==> src/rtl/rand_arb.sv <==
// rand_arb: round-robin arbiter that hands each requester a latched random word over a
// four-phase req/ack handshake, with a fixed idle gap enforced between handshakes.
`ifndef RAND_WIDTH
`define RAND_WIDTH 8
`endif

module rand_arb #(
  parameter int unsigned N_REQ = 4,
  parameter int unsigned GAP   = 3
) (
  input  logic                   clk_vga,
  input  logic                   rst,
  input  logic [`RAND_WIDTH-1:0] rand_i,
  input  logic                   en_i,
  input  logic [N_REQ-1:0]       req_i,
  output logic [N_REQ-1:0]       ack_o,
  output logic [`RAND_WIDTH-1:0] data_o,
  output logic                   busy_o
);

  localparam int unsigned PtrW    = (N_REQ > 1) ? $clog2(N_REQ) : 1;
  localparam logic [3:0]  CntInit = (GAP == 0) ? 4'd0 : 4'(GAP - 1);

  typedef enum logic [1:0] {StIdle, StHold, StCool} state_e;

  state_e                   state_q, state_d;
  logic [PtrW-1:0]          ptr_q, ptr_d;
  logic [PtrW-1:0]          gnt_q, gnt_d;
  logic [3:0]               cnt_q, cnt_d;
  logic [N_REQ-1:0]         ack_q, ack_d;
  logic [`RAND_WIDTH-1:0]   data_q, data_d;

  // Round-robin pick: first set request at or above ptr, wrapping to 0.
  logic                     pick_vld;
  logic [PtrW-1:0]          pick_idx;
  logic [PtrW-1:0]          cand_idx;
  logic [PtrW-1:0]          pick_nxt;

  always_comb begin
    pick_vld = 1'b0;
    pick_idx = '0;
    cand_idx = '0;
    for (int i = 0; i < N_REQ; i++) begin
      cand_idx = PtrW'((32'(ptr_q) + 32'(i)) % N_REQ);
      if (!pick_vld && req_i[cand_idx]) begin
        pick_vld = 1'b1;
        pick_idx = cand_idx;
      end
    end
    pick_nxt = PtrW'((32'(pick_idx) + 32'd1) % N_REQ);
  end

  always_comb begin
    state_d = state_q;
    ptr_d   = ptr_q;
    gnt_d   = gnt_q;
    cnt_d   = cnt_q;
    ack_d   = ack_q;
    data_d  = data_q;
    case (state_q)
      StIdle: begin
        ack_d = '0;
        if (en_i && pick_vld) begin
          gnt_d           = pick_idx;
          ptr_d           = pick_nxt;
          ack_d[pick_idx] = 1'b1;
          data_d          = rand_i;
          state_d         = StHold;
        end
      end
      StHold: begin
        // Only the granted requester's line matters until it releases.
        if (!req_i[gnt_q]) begin
          ack_d = '0;
          if (GAP == 0) begin
            state_d = StIdle;
          end else begin
            state_d = StCool;
            cnt_d   = CntInit;
          end
        end
      end
      StCool: begin
        if (cnt_q == 4'd0) begin
          state_d = StIdle;
        end else begin
          cnt_d = cnt_q - 4'd1;
        end
      end
      default: begin
        state_d = StIdle;
        ack_d   = '0;
      end
    endcase
  end

  always_ff @(posedge clk_vga or posedge rst) begin
    if (rst) begin
      state_q <= StIdle;
      ptr_q   <= '0;
      gnt_q   <= '0;
      cnt_q   <= '0;
      ack_q   <= '0;
      data_q  <= '0;
    end else begin
      state_q <= state_d;
      ptr_q   <= ptr_d;
      gnt_q   <= gnt_d;
      cnt_q   <= cnt_d;
      ack_q   <= ack_d;
      data_q  <= data_d;
    end
  end

  assign ack_o  = ack_q;
  assign data_o = data_q;
  assign busy_o = (state_q != StIdle);

endmodule
==> config.mk <==
export PLATFORM = sky130hd
export DESIGN_NAME = rand_arb
export DESIGN_NICKNAME = d
export VERILOG_FILES = /design/src/rtl/rand_arb.sv
export SDC_FILE = /design/constraint.sdc
export NUM_CORES = 1
export LEC_CHECK = 0
export ABC_AREA = 1
export ABC_CLOCK_PERIOD_IN_PS = 1620
export BUFFER_PORTS_ARGS = -buffer_cell sky130_fd_sc_hd__clkbuf_2
export CAP_MARGIN = 20
export CORE_ASPECT_RATIO = 1.75
export CORE_MARGIN = 2
export CORE_UTILIZATION = 40
export CTS_CLUSTER_DIAMETER = 100
export CTS_CLUSTER_SIZE = 8
export DETAILED_ROUTE_END_ITERATION = 7
export PLACE_DENSITY_LB_ADDON = 0.12
export SYNTH_ARGS = -nofsm -noshare
export SYNTH_HDL_FRONTEND = slang
export SYNTH_SLANG_ARGS = --single-unit
export TNS_END_PERCENT = 30
==> constraint.sdc <==
create_clock -name clk_vga -period 1.62 [get_ports clk_vga]
set_input_delay 0 -clock clk_vga [delete_from_list [all_inputs] [get_ports clk_vga]]
set_output_delay 0 -clock clk_vga [all_outputs]
set_load 0.02 [all_outputs]
==> impl_metrics.py, run 1 <==
metrics = {
    "run_status": {
        "status": "completed",
    },
    "timing": {
        "slew-limit-headroom": 0.811,
        "fmax_ghz": 0.620,
        "grt_setup_unrepaired": "yes",
        "tightestPinTransition_ns": 0.280,
        "period_minus_slack_ns": 1.61,
        "slew_violations": 0,
        "hold_viol_final": 0,
        "setup_total_negative_slack_ns": 0,
        "finalCritPeriodShare": 0.995,
        "setup_viol": 0,
        "clock_skew_ns": 0.00624,
    },
    "layout": {
        "fillers": 294,
        "drive_gt1_frac": 0.300,
        "area_growth_pct": 35.0,
        "regArea_um2": 552,
        "final_cell_area_um2": 1700,
        "final_util": 0.554,
        "instances_no_fill": 270,
        "nets": 246,
        "multi_input_area_um2": 631,
        "antennaDiodeCount": 0,
    },
    "logic_synthesis": {
        "yosys_warnings": 0,
        "yosys.area.top_type_share": 0.436,
        "synth_cell_types": 20,
        "async_reset_ff_frac": 1.00,
        "ys_top_cells_by_count": "80 x nand2_1, 22 x dfrtp_1, 19 x inv_1",
        "synth_area_leaders": "dfrtp_1 44%, nand2_1 24%, inv_1 5.6%, nand3_1 4.4%, nor2_1 3.6%",
        "yosysMostFrequentCell": "nand2_1",
        "yosys.area.top_type": "dfrtp_1",
        "synth-edff-count": 0,
        "syn_avg_cell_area_um2": 7.13,
        "ys.flop_type": "dfrtp_1",
        "synthCells": 177,
        "synth_seq_cells": 22,
        "syn_nets": 194,
        "synth-seq-area-share": 0.436,
        "synth_area_um2": 1260,
    },
    "clock_network": {
        "clockRootBuffer": "clkbuf_8",
        "clkSinkCount": 22,
        "cts-buffers-inserted": 3,
        "htree_levels": 1,
        "cts.reportedPaths.clkPinSlew_ns": 0.08,
        "clockBufferDepth": 2,
        "insertion_delay_ns": 0.26,
        "cts_tree": "yes",
    },
    "pwr": {
        "power_frac_seq": 0.277,
        "p_int_mw": 1.78,
        "p_leak_nw": 0.971,
        "netSwitchingFraction": 0.481,
        "peakVddDrop_uv": 1080,
        "powerDensity_nw_per_um2": 2020,
        "switching_power_mw": 1.65,
        "p_comb_frac": 0.627,
        "pwr-share-clk": 0.096,
    },
    "place": {
        "dpl_cell_area_um2": 1490,
        "dp_hpwl_mm": 2.28,
        "place.gp.congestion": 0.762,
        "dp.cells": 254,
        "port_buffers": 27,
    },
    "setup_path": {
        "cpPeakStageDelay_ns": 0.43,
        "crit_buf_inv": 4,
        "worst-path-stages": 13,
        "critPathTopFamily": "simple AND/OR/NAND/NOR gates",
        "critPathSlowestCell": "dfrtp_2",
        "setup.worst_path.end_class": "flip-flop",
        "cp-start-kind": "flip-flop",
        "critPathKind": "reg2reg",
        "cp_cell_sequence": "buf_12 -> inv_4 -> nand2_1 -> nand2_2 -> nand2_1 -> inv_1 -> nor2_2 -> nand3_2 -> nand2_4 -> buf_4 -> nor2_1 -> nand2_1 -> nand2_1",
        "crit_top_cell": "nand2_1",
        "worstPathArrival_ns": 1.82,
        "crit_required_ns": 1.82,
        "reg2regPathDepth": 13,
        "r2r-end": "ack_o[1]",
        "reg2reg_from": "ptr_q[0]",
        "reg2reg_slack_ns": 0.008,
        "crit_fanout": 5,
    },
    "min_path": {
        "hold_start": "req_i[0]",
        "whs_path_depth": 5,
        "hold_path_class": "in2reg",
        "min_to": "state_q[0]",
    },
    "floorplanning": {
        "fp.dieW_um": 46.5,
        "rows": 27,
        "die_area_um2": 3640,
        "die_h_um": 78.3,
        "core_um2": 3070,
        "pin_count": 28,
        "start_util": 0.411,
    },
    "route": {
        "dr.first_iter.drc_count": 32,
        "routed_wl_mm": 3.00,
        "drc_errors": 0,
        "viasPerCell": 4.64,
        "drt-pass1-iter-count": 4,
        "antenna_left": 0,
        "routedWlPerCell_um": 11.1,
        "vias": 1254,
    },
    "grt": {
        "grt_max_degree": 23,
        "grt_pass1_vias": 1229,
        "grt_util_all_layers": 0.186,
        "grt-ovfl-total": 0,
        "antenna_found_initial": 0,
        "grt_pass1_wl_mm": 5.08,
    },
    "flow_run": {
        "max_cap_violations": 0,
    },
}
[tightest hold or removal path: cells and delay by family]
kind | cells | cell delay, ns
buffers and inverters | 1 | 0.10
and+or+nand+nor | 4 | 0.32
[metrics by stage]
step / setup slack [ns] / power (mW) / hold WS [ns]
after detailed placement: -0.0608 / 2.89 / 0.0348
after floorplan: 0.189 / 2.35 / -0.0108
final: 0.00776 / 3.44 / 0.194
after CTS: 0.0149 / 3.26 / 0.204
after global placement: -0.0260 / 2.85 / 0.0238
after global routing: -0.106 / 3.76 / 0.254
[registers in the layout (all words and copies together), names as in the netlist]
signal   count
state_q      2
data_o       8
ptr_q        2
ack_o        4
gnt_q        2
cnt_q        4
[cells in the final DEF (no fill, tap or decap)]
master,instances
dlygate4sd3_1,9
nand2_4,1
nand4_1,2
a21oi_2,1
buf_12,1
nand3_1,9
and2_1,1
nor2_4,1
nor2_2,2
buf_4,11
o21ai_0,6
nor4_1,1
nand3_2,4
inv_1,18
clkbuf_8,3
nand2_1,75
ha_1,2
o21ai_2,2
clkinvlp_4,1
clkbuf_2,27
a21oi_1,3
nor2_1,10
inv_6,1
dfrtp_1,21
nand2_2,9
dfrtp_2,1
inv_4,1
buf_2,1
a31oi_1,1
o21a_1,1
inv_2,1
[cells by family (layout without fill, tap and decap cells)]
kind of cell | count (synthesis) | count (layout) | synth area share
buffers and inverters | 24 | 74 | 0.0892
AO/OA/AOI/OAI | 14 | 14 | 0.0644
AND/OR/NAND/NOR | 115 | 115 | 0.390
adder cells (fa/ha/maj) | 2 | 2 | 0.0198
flip-flops | 22 | 22 | 0.436
[worst max-delay path by stage]
stage	from	to	slack, ns
global route	ptr_q[0]	ptr_q[1]	-0.11
finish	ptr_q[0]	ack_o[1]	0.008
detailed placement	ptr_q[0]	ptr_q[1]	-0.06
global placement	ptr_q[0]	ptr_q[1]	-0.03
CTS	ptr_q[0]	ptr_q[0]	0.01
floorplan	ptr_q[0]	ptr_q[1]	0.19
[what timing repair did]
item / in CTS / in global routing
endpoints found under the setup margin: 6 / 17
pin swaps: 0 / 2
buffers inserted: 0 / 3
gates cloned: 0 / 1
resized for setup: 2 / 15
endpoints found under the hold margin: 30 / 0
hold buffers: 9 / 0
[cell type report]
cell class | count | share of cell area
Multi-Input combinational cell | 131 | 0.370
Sequential cell | 22 | 0.324
Timing Repair Buffer | 49 | 0.195
Inverter | 21 | 0.0507
Tap cell | 43 | 0.0316
Clock buffer | 3 | 0.0242
Timing Repair inverter | 1 | 0.00441
[metal layers]
| metal | global-route usage | up-vias | routed length (um) |
|---|---|---|---|
| li1 | - | 647 | - |
| met1 | 0.207 | 570 | 1140 |
| met2 | 0.336 | 30 | 1700 |
| met3 | 0.0230 | 7 | 92 |
| met4 | 0.0714 | 0 | 70 |
| met5 | 0 | - | 0 |
[power groups by stage]
stage	Combinational, mW	Sequential (mW)	Clock, mW
global route	2.42	0.979	0.357
global placement	1.89	0.960	0
detailed placement	1.92	0.969	0
finish	2.16	0.951	0.330
CTS	1.96	0.963	0.338
floorplan	1.25	1.10	0
(Power assumes the default switching activity.)
==> inputs of run 2 (changes only) <==
--- a/config.mk
+++ b/config.mk
@@ -9,9 +9,11 @@
 export ABC_CLOCK_PERIOD_IN_PS = 1620
 export BUFFER_PORTS_ARGS = -buffer_cell sky130_fd_sc_hd__clkbuf_2
 export CAP_MARGIN = 20
+export CELL_PAD_IN_SITES_DETAIL_PLACEMENT = 1
+export CELL_PAD_IN_SITES_GLOBAL_PLACEMENT = 1
 export CORE_ASPECT_RATIO = 1.75
 export CORE_MARGIN = 2
-export CORE_UTILIZATION = 40
+export CORE_UTILIZATION = 37
 export CTS_CLUSTER_DIAMETER = 100
 export CTS_CLUSTER_SIZE = 8
 export DETAILED_ROUTE_END_ITERATION = 7
==> impl_metrics.py, run 2 (synthesis results as in run 1) <==
metrics = {
    "run_status": {
        "status": "complete, but fails checks",
        "violations": "setup timing",
    },
    "timing": {
        "setup_viol": 12,
        "holdWs_ns": 0.252,
        "fin_ws_ns": -0.0463,
        "tightestPinTransition_ns": 0.475,
        "fmax_ghz": 0.600,
        "slew_violations": 0,
        "hold_viol_final": 0,
        "finalCritPeriodShare": 1.03,
        "clock_skew_ns": 0.00551,
        "setup_total_negative_slack_ns": -0.365,
        "grt_setup_unrepaired": "yes",
        "period_minus_slack_ns": 1.67,
        "slew-limit-headroom": 0.680,
    },
    "floorplanning": {
        "pin_count": 28,
        "start_util": 0.379,
        "fp.dieW_um": 48.2,
        "rows": 28,
        "core_um2": 3330,
        "die_h_um": 81.3,
        "die_area_um2": 3910,
    },
    "setup_path": {
        "crit_required_ns": 1.78,
        "cp_cell_sequence": "inv_4 -> nand2_1 -> nand3_2 -> nand2_4 -> nor2_4 -> nand3_2 -> nand2_4 -> inv_8 -> buf_12 -> nand2_2 -> nand2_1",
        "startpoint": "ptr_q[0]",
        "r2r-end": "data_o[4]",
        "reg2regPathDepth": 11,
        "crit_fanout": 9,
        "cp-start-kind": "flip-flop",
        "setup.worst_path.end_class": "flip-flop",
        "reg2reg_slack_ns": -0.05,
        "worstPathArrival_ns": 1.83,
        "critPathSlowestCell": "dfrtp_2",
        "reg2reg_from": "ptr_q[0]",
        "critPathKind": "reg2reg",
        "cpPeakStageDelay_ns": 0.47,
    },
    "clock_network": {
        "clockBufferDepth": 2,
        "clockRootBuffer": "clkbuf_8",
        "cts_tree": "yes",
        "insertion_delay_ns": 0.28,
        "cts-buffers-inserted": 3,
        "cts.reportedPaths.clkPinSlew_ns": 0.08,
        "htree_levels": 1,
        "clkSinkCount": 22,
    },
    "place": {
        "dpl_worst_slack_ns": -0.0802,
        "dp_hpwl_mm": 2.79,
        "port_buffers": 27,
        "place.gp.congestion": 0.808,
        "dp.cells": 261,
    },
    "layout": {
        "instances_no_fill": 279,
        "antennaDiodeCount": 0,
        "multi_input_area_um2": 724,
        "largest_reg_flops": 8,
        "nets": 252,
        "drive_gt1_frac": 0.410,
        "layout_common_cells": "61 x nand2_1, 27 x clkbuf_2, 20 x dfrtp_1, 17 x inv_1, 17 x nand2_2",
        "fillers": 430,
        "layout_commonest_cell": "nand2_1",
        "area_growth_pct": 50.2,
        "final_util": 0.570,
        "regArea_um2": 553,
    },
    "pwr": {
        "p_leak_nw": 1.05,
        "pwr-share-clk": 0.125,
        "p_int_mw": 2.17,
        "switching_power_mw": 2.06,
        "p_comb_frac": 0.640,
        "powerDensity_nw_per_um2": 2230,
        "power_frac_seq": 0.236,
        "netSwitchingFraction": 0.488,
        "peakVddDrop_uv": 1030,
    },
    "flow_run": {
        "max_cap_violations": 0,
    },
    "min_path": {
        "whs_path_depth": 6,
        "hold_start": "en_i",
        "hold_path_class": "in2reg",
        "min_to": "state_q[0]",
    },
    "route": {
        "routed_wl_mm": 4.20,
        "vias": 1371,
        "drt-pass1-iter-count": 3,
        "drc_errors": 0,
        "viasPerCell": 4.91,
        "antenna_left": 0,
        "dr.first_iter.drc_count": 16,
        "routedWlPerCell_um": 15.0,
    },
    "grt": {
        "grt_max_degree": 23,
        "antenna_found_initial": 0,
        "grt_util_all_layers": 0.249,
        "grt_pass1_vias": 1468,
        "grt-ovfl-total": 0,
        "grt_pass1_wl_mm": 6.80,
    },
}
[run 2: layer usage]
metal	wire length, um	track usage
met1	1510	0.266
met2	2520	0.464
met5	0	0
met3	66	0.0311
met4	104	0.0784
[run 2: power by group through the flow]
stage | clock (mW) | sequential, mW | combinational (mW)
2_1_floorplan | 0 | 1.10 | 1.25
3_3_place_gp | 0 | 0.970 | 2.01
3_5_place_dp | 0 | 0.990 | 2.07
4_1_cts | 0.534 | 0.988 | 2.53
5_1_grt | 0.555 | 1.02 | 2.98
6_report | 0.528 | 0.996 | 2.71
[run 2: repair_timing]
item / in CTS / in global routing
hold endpoints to repair: 30 / 0
setup endpoints to repair: 16 / 18
setup buffers: 5 / 0
hold buffers: 9 / 0
pin swaps: 16 / 2
cloned: 0 / 0
resized for setup: 39 / 11
[run 2: layout make-up]
type,count,area share
inverters,21,0.0468
clock inverters,1,0.0158
repair buffers,56,0.212
flip-flops and latches,22,0.292
clock buffers,3,0.0218
well taps,45,0.0297
multi-input cells,131,0.382
[run 2: metrics by stage]
stage	cell area (um^2)	power, mW
6_report	1900	4.23
5_1_grt	1900	4.55
3_5_place_dp	1550	3.06
3_3_place_gp	1550	2.98
2_1_floorplan	1260	2.35
4_1_cts	1860	4.06
[run 2: how the worst max path moves through the flow]
stage                      to  slack (ns)
floorplan            ptr_q[1]        0.19
global placement     ptr_q[1]       0.006
detailed placement  data_o[0]       -0.08
CTS                  ack_o[3]      -0.006
global route        data_o[3]       -0.15
finish              data_o[4]       -0.05
[run 2: worst max-delay path, delay by kind of cell (launching register included)]
| kind | cells | cell delay (ns) |
|---|---|---|
| simple gates | 8 | 0.78 |
| flops | 1 | 0.47 |
| buf+inv | 3 | 0.30 |
